**src/rtl/multicycle_control.sv**
```systemverilog
// rtl/multicycle_control.sv - multi-cycle fetch/decode/execute/writeback controller with ALU
module multicycle_control #(
    parameter int REG_ADDR_W = 1,
    parameter int PC_W       = 8
) (
    input  logic                  clock,
    input  logic                  reset_n,
    input  logic                  run,
    input  logic [7:0]            instr_data,
    output logic [PC_W-1:0]       instr_addr,
    output logic [REG_ADDR_W-1:0] read_reg1,
    output logic [REG_ADDR_W-1:0] read_reg2,
    input  logic [7:0]            read_data1,
    input  logic [7:0]            read_data2,
    output logic [REG_ADDR_W-1:0] write_reg,
    output logic [7:0]            write_data,
    output logic                  reg_write,
    output logic                  halted,
    output logic [15:0]           retired
);

    typedef enum logic [2:0] {
        S_IDLE,
        S_FETCH,
        S_DECODE,
        S_EXECUTE,
        S_WRITEBACK,
        S_HALTED
    } state_t;

    localparam logic [2:0] OP_ADD  = 3'd0;
    localparam logic [2:0] OP_SUB  = 3'd1;
    localparam logic [2:0] OP_AND  = 3'd2;
    localparam logic [2:0] OP_OR   = 3'd3;
    localparam logic [2:0] OP_ADDI = 3'd4;
    localparam logic [2:0] OP_BEQ  = 3'd5;
    localparam logic [2:0] OP_LI   = 3'd6;
    localparam logic [2:0] OP_HALT = 3'd7;

    state_t                state;
    state_t                state_nx;
    logic [PC_W-1:0]       pc;
    logic [7:0]            ir;
    logic [7:0]            a_q;
    logic [7:0]            b_q;
    logic [7:0]            alu_out;
    logic [7:0]            alu_res;
    logic [REG_ADDR_W-1:0] last_wr_reg;
    logic [7:0]            last_wr_data;

    logic [2:0]            op;
    logic [REG_ADDR_W-1:0] rs;
    logic [REG_ADDR_W-1:0] rt;
    logic [2:0]            imm;
    logic [7:0]            imm_sext8;
    logic [PC_W-1:0]       imm_sext_pc;
    logic [PC_W-1:0]       pc_seq;
    logic [PC_W-1:0]       pc_branch;

    assign op          = ir[7:5];
    assign rs          = REG_ADDR_W'(ir[4]);
    assign rt          = REG_ADDR_W'(ir[3]);
    assign imm         = ir[2:0];
    assign imm_sext8   = {{5{imm[2]}}, imm};
    assign imm_sext_pc = {{(PC_W-3){imm[2]}}, imm};
    assign pc_seq      = pc + PC_W'(1);
    assign pc_branch   = pc_seq + imm_sext_pc;

    // ALU: operands come from A/B captured in DECODE, so rs==rt sees the pre-write value
    always_comb begin
        alu_res = 8'd0;
        case (op)
            OP_ADD:  alu_res = a_q + b_q;
            OP_SUB:  alu_res = a_q - b_q;
            OP_AND:  alu_res = a_q & b_q;
            OP_OR:   alu_res = a_q | b_q;
            OP_ADDI: alu_res = a_q + imm_sext8;
            OP_LI:   alu_res = {5'b0, imm};
            default: alu_res = 8'd0;
        endcase
    end

    // State register
    always_ff @(posedge clock or negedge reset_n) begin
        if (!reset_n) begin
            state <= S_IDLE;
        end else begin
            state <= state_nx;
        end
    end

    // Next-state logic; run is only looked at in IDLE and at instruction boundaries
    always_comb begin
        state_nx = state;
        case (state)
            S_IDLE:      state_nx = run ? S_FETCH : S_IDLE;
            S_FETCH:     state_nx = S_DECODE;
            S_DECODE:    state_nx = (op == OP_HALT) ? S_HALTED : S_EXECUTE;
            S_EXECUTE:   begin
                if (op == OP_BEQ) begin
                    state_nx = run ? S_FETCH : S_IDLE;
                end else begin
                    state_nx = S_WRITEBACK;
                end
            end
            S_WRITEBACK: state_nx = run ? S_FETCH : S_IDLE;
            S_HALTED:    state_nx = S_HALTED;
            default:     state_nx = S_IDLE;
        endcase
    end

    // Datapath registers: IR, operand latches, ALU result, PC, retire counter, writeback hold
    always_ff @(posedge clock or negedge reset_n) begin
        if (!reset_n) begin
            pc           <= '0;
            ir           <= 8'd0;
            a_q          <= 8'd0;
            b_q          <= 8'd0;
            alu_out      <= 8'd0;
            retired      <= 16'd0;
            last_wr_reg  <= '0;
            last_wr_data <= 8'd0;
        end else begin
            case (state)
                S_FETCH: begin
                    ir <= instr_data;
                end
                S_DECODE: begin
                    a_q <= read_data1;
                    b_q <= read_data2;
                    if (op == OP_HALT) begin
                        retired <= retired + 16'd1;
                    end
                end
                S_EXECUTE: begin
                    alu_out <= alu_res;
                    if (op == OP_BEQ) begin
                        pc      <= (a_q == b_q) ? pc_branch : pc_seq;
                        retired <= retired + 16'd1;
                    end
                end
                S_WRITEBACK: begin
                    pc           <= pc_seq;
                    retired      <= retired + 16'd1;
                    last_wr_reg  <= rs;
                    last_wr_data <= alu_out;
                end
                default: begin
                end
            endcase
        end
    end

    // Outputs decoded from the registered state; write port holds its last value outside WRITEBACK
    always_comb begin
        instr_addr = pc;
        read_reg1  = rs;
        read_reg2  = rt;
        reg_write  = (state == S_WRITEBACK);
        halted     = (state == S_HALTED);
        write_reg  = (state == S_WRITEBACK) ? rs : last_wr_reg;
        write_data = (state == S_WRITEBACK) ? alu_out : last_wr_data;
    end

endmodule
```
**config.mk**
```make
export PLATFORM = sky130hd
export DESIGN_NAME = multicycle_control
export DESIGN_NICKNAME = d
export VERILOG_FILES = /design/src/rtl/multicycle_control.sv
export SDC_FILE = /design/constraint.sdc
export NUM_CORES = 1
export LEC_CHECK = 0
export BUFFER_PORTS_ARGS = -buffer_cell sky130_fd_sc_hd__buf_2
export CAP_MARGIN = 15
export CORE_MARGIN = 5
export CORE_UTILIZATION = 52
export DETAILED_ROUTE_END_ITERATION = 16
export PLACE_DENSITY_LB_ADDON = 0.12
export SLEW_MARGIN = 20
export SYNTH_ARGS = -nofsm -noshare
export SYNTH_HDL_FRONTEND = slang
export SYNTH_SLANG_ARGS = --single-unit
```
**constraint.sdc**
```tcl
create_clock -name clock -period 2.8 [get_ports clock]
set_input_delay 0.28 -clock clock [delete_from_list [all_inputs] [get_ports clock]]
set_output_delay 0.28 -clock clock [all_outputs]
set_load 0.05 [all_outputs]
```
* Word-level counts from Yosys, hierarchy flattened
Cells that the tools add are included.
** Word-level totals
- Bits in read-only memories :: 0
- RAM bits :: 0
- Memories :: 0
- Output and inout bits :: 37
- Latch bits :: 0
- Bits of input ports :: 27
- Register bits after elaboration :: 68
- Logic and storage cells :: 52
** Operators by class
- $mul :: 0
- $lt $le $gt $ge :: 0
- Div/mod/pow operators :: 0
- Mux-type cells :: 13
- Shift-type cells :: 0
- Eq/ne operators :: 15
- Bitwise operators :: 2
- Reductions and logical operators :: 7
- Add/sub/neg operators :: 6
** Operators by type and width (number)
- case mux 16 bit (3 select lines) :: 1
- case mux 8 bit (6 select lines) :: 1
- two-way mux 16 bit :: 2
- adder 8 bit :: 3
- two-way mux 8 bit :: 3
- == test 3 bit (second input constant) :: 6
- adder 16 x 1 -> 16 bit (second input constant) :: 1
- case mux 8 bit (2 select lines) :: 1
- case mux 3 bit (5 select lines) :: 1
- == test 3 x 2 -> 1 bit (second input constant) :: 4
- adder 8 x 1 -> 8 bit (second input constant) :: 1
- AND 8 bit :: 1
- == test 8 bit :: 1
- bitwise OR 8 bit :: 1
- subtractor 8 bit :: 1
- == test 3 x 1 -> 1 bit (second input constant) :: 2
- logical NOT 3 bit :: 2
- two-way mux 3 bit :: 2
- inequality test 2 bit (second input constant) :: 2
- AND reduction 3 bit :: 1
- nonzero test 3 bit :: 1
- two-way mux 1 bit :: 2
- AND reduction 2 bit :: 1
- nonzero test 2 bit :: 1
- OR reduction 2 bit :: 1

* Longest topological paths before layout
- Word-level depth :: 5
- Mapped depth :: 13
- Gate-level depth less buffers :: 11

* Worst setup path before layout
No wires, ideal clock.
- Path kind :: reg-to-reg
- From :: reg pc[0], in the netlist instr_addr[0]
- To :: reg pc[7], in the netlist instr_addr[7]
- Setup time :: 135 ps
- Data arrival time :: 2986 ps
- Path slack :: -321 ps
- Clock period less this slack :: 3121 ps
- Path buffers :: 0
- Cell stages (with the launch flop) :: 11
- Data required time :: 2665 ps
- Path through :: dfrtp_1 -> ha_1 -> nand3_1 -> nor2_1 -> xor2_1 -> ha_1 -> or4_1 -> o22ai_2 -> or4b_1 -> or4b_1 -> o311ai_1
** On the way
- Word-level cells in the longest chain between the ends :: 5
** Ends and longest elaborated chain
- start: declaration :: RTL line 42 : logic [PC_W-1:0] pc;
- start signal: assignment :: RTL line 138 : pc <= (a_q == b_q) ? pc_branch : pc_seq;
- start signal: assignment :: RTL line 143 : pc <= pc_seq;
- adder 8 x 1 -> 8 bit (*) :: RTL line 66 : assign pc_seq = pc + PC_W'(1);
- adder 8 bit :: RTL line 67 : assign pc_branch = pc_seq + imm_sext_pc;
- two-way mux 8 bit :: RTL line 138
- two-way mux 8 bit :: RTL line 137 : if (op == OP_BEQ) begin
- case mux 8 bit (2 select lines) (*) :: RTL line 124 : case (state)
Mark *: on every way between the ends. The rest lies on a longest branch, timed or not. The select of a mux whose other input is x is not followed.
A chain may end at the register's enable or synchronous reset.

* Final worst setup path
Same ends and word-level chain as after synthesis.

==> metrics.yaml <==
period_minus_slack_ns: 2.72
ant_nets: 0
fmax_mhz: 368
final_area_mm2: 0.00517
die_x_um: 102
slew_headroom: 0.516
r2r-end: "instr_addr[7]"
hold_viol: 0
htreeDepth: 3
antenna_found_initial: 0
first_iter_violations: 170
largest_reg_flops: 16
vias: 3740
crit_path_start_kind: "flip-flop"
numClockSinks: 68
cts.clk_slew.worst_paths_ns: 0.09
coreArea_mm2: 0.00826
post-route-util: 0.626
cap_viol_max_count: 0
status: "complete, no violations"
maxSlewViolCount: 0
holdPathStages: 3
cts_buffers: 9
rr_worst_depth: 10
portBuffers: 63
regArea_mm2: 0.00171
drc: 0
leakage_nw: 2.55
initial_core_util: 0.537
cp-end-kind: "flip-flop"
tns_ns: 0
grt_pass1_wl_um: 16800
yosysUniqueCellTypes: 56
syn_to_final_growth_pct: 16.7
multiInputGateArea_mm2: 0.00255
hold_path_end: "b_q[5]"
dp.cells: 660
synth-warning-count: 0
ys_seq_elements: 68
grt_max_degree: 43
hp-class: "in -> reg"
top_register: "retired"
grt_pass1_vias: 3595
cts-root-buf: "clkbuf_8"
fill_cells: 755
rsz0062_at_grt: "yes"
async_reset_ff_frac: 1.00
cts_tree: "done"
io_pins: 64
track_usage: 0.204
vias_per_cell: 5.52
routedWlPerCell_um: 15.3
seq_area_frac_synth: 0.384
wl_um: 10400
row_count: 33
synth_edf_count: 0
die_area_mm2: 0.0105
place_area_mm2: 0.00493
period_share: 0.970
syn-cell-area_mm2: 0.00443
whs_ns: 0.126
skew_ns: 0.0154
syn_avg_cell_area_um2: 8.92
dp_hpwl_um: 7630
layout-drive-gt1-share: 0.211
peakVddDrop_mv: 0.682
ctsLongestPathBuffers: 2
antennaDiodeCount: 0
tightestPinTransition_ns: 0.720
required_ns: 3.04
firstDrtPassIters: 4
r2r_slack_ns: 0.08
crit_type: "reg -> reg"
hold_start: "read_data2[5]"
clk_latency_ns: 0.36
gp_congestion: 0.847
path_max_fanout: 7
fin_cells: 678
overflow: 0
power.density_mw_per_mm2: 1390
die_y_um: 102
timing.rr.start: "instr_addr[0]"
netlist_instances: 497
cp.arrival_ns: 2.95
synthFlopType: "dfrtp_1"
syn_nets: 567
setup_viol: 0
final_nets: 638
==> repair_timing <==
action | 4_1_cts | 5_1_grt
endpoints found under the setup margin | 0 | 2
resized for setup | 0 | 6
hold buffers | 1 | 0
endpoints found under the hold margin | 26 | 0
setup buffers | 0 | 1
==> metrics by stage <==
stage	setup WS, ns	power, mW
6_report	0.0830	7.19
5_1_grt	-0.0858	7.80
4_1_cts	0.0766	7.12
3_5_place_dp	0.0826	6.22
3_3_place_gp	0.120	6.12
2_1_floorplan	0.00872	5.16
==> synth_stat cells, drive strengths merged, types with 6 or more instances <==
library cell / n / area share
dfrtp: 68 / 0.38
nor3: 12 / 0.014
xnor2: 23 / 0.045
mux2: 10 / 0.025
o21ai: 34 / 0.038
xor2: 11 / 0.022
inv: 35 / 0.030
ha: 40 / 0.11
nand3: 10 / 0.011
nand2: 86 / 0.075
nor2: 34 / 0.029
and3: 6 / 0.0085
nand2b: 8 / 0.011
a21oi: 22 / 0.025
clkbuf: 15 / 0.013
nor2b: 6 / 0.0085
==> routing by layer <==
layer / GRT usage / vias to the layer above / wire (µm)
li1: - / 1860 / -
met1: 0.263 / 1788 / 4610
met2: 0.345 / 76 / 5110
met4: 0.0696 / 0 / 185
met3: 0.0389 / 16 / 447
met5: 0 / - / 0
==> worst max-delay path, stage by stage, from the launching register on <==
cell,delay (ns)
dfrtp_2,0.46
ha_4,0.19
nand3_2,0.10
nor2_2,0.05
xor2_1,0.15
ha_2,0.21
or4_4,0.54
o22ai_4,0.19
or4b_1,0.45
or4b_1,0.17
o311ai_1,0.08
==> cell families (layout without fill, tap and decap cells) <==
group / after synthesis / in the layout / synth area share
xor+xnor: 34 / 34 / 0.0672
simple gates: 181 / 181 / 0.189
compound gates: 103 / 103 / 0.149
buf+inv: 54 / 130 / 0.0497
fa+ha+maj: 43 / 43 / 0.126
mux: 14 / 14 / 0.0344
flops: 68 / 68 / 0.384
==> worst max path at each step <==
stage,start,endpoint,depth (start not counted)
finish,instr_addr[0],instr_addr[7],10
floorplan,instr_addr[0],instr_addr[7],9
global route,instr_addr[0],instr_addr[7],10
global placement,a_q[2],instr_addr[7],9
detailed placement,instr_addr[0],instr_addr[7],10
CTS,instr_addr[0],instr_addr[7],10
==> where the power goes <==
group	internal (mW)	total, mW	switching (mW)
combinational	1.80	4.58	2.78
clock	0.424	0.869	0.445
sequential	1.36	1.74	0.374
==> cell usage in the layout, fill, tap and decap left out, types with 4 or more instances in the layout <==
cell      instances
a211oi_1          5
a21o_1            4
a21oi_1          22
a31oi_1           5
and3_1            6
buf_2            63
buf_4            14
clkbuf_8          9
dfrtp_1          64
dfrtp_2           4
ha_1             38
inv_1            34
inv_6             4
mux2_2           10
mux2i_1           4
nand2_1          84
nand2b_1          8
nand3_1           9
nor2_1           32
nor2b_1           6
nor3_1           12
nor4_1            5
o21ai_0          33
o22a_1            4
o31ai_1           4
xnor2_1          23
xor2_1           11
==> layout make-up <==
type | count | area share
Clock buffer | 9 | 0.0239
Clock inverter | 7 | 0.0155
Inverter | 35 | 0.0254
Multi-Input combinational cell | 375 | 0.493
Sequential cell | 68 | 0.330
Tap cell | 105 | 0.0254
Timing Repair Buffer | 79 | 0.0871
Power figures use the tool's default switching activity.
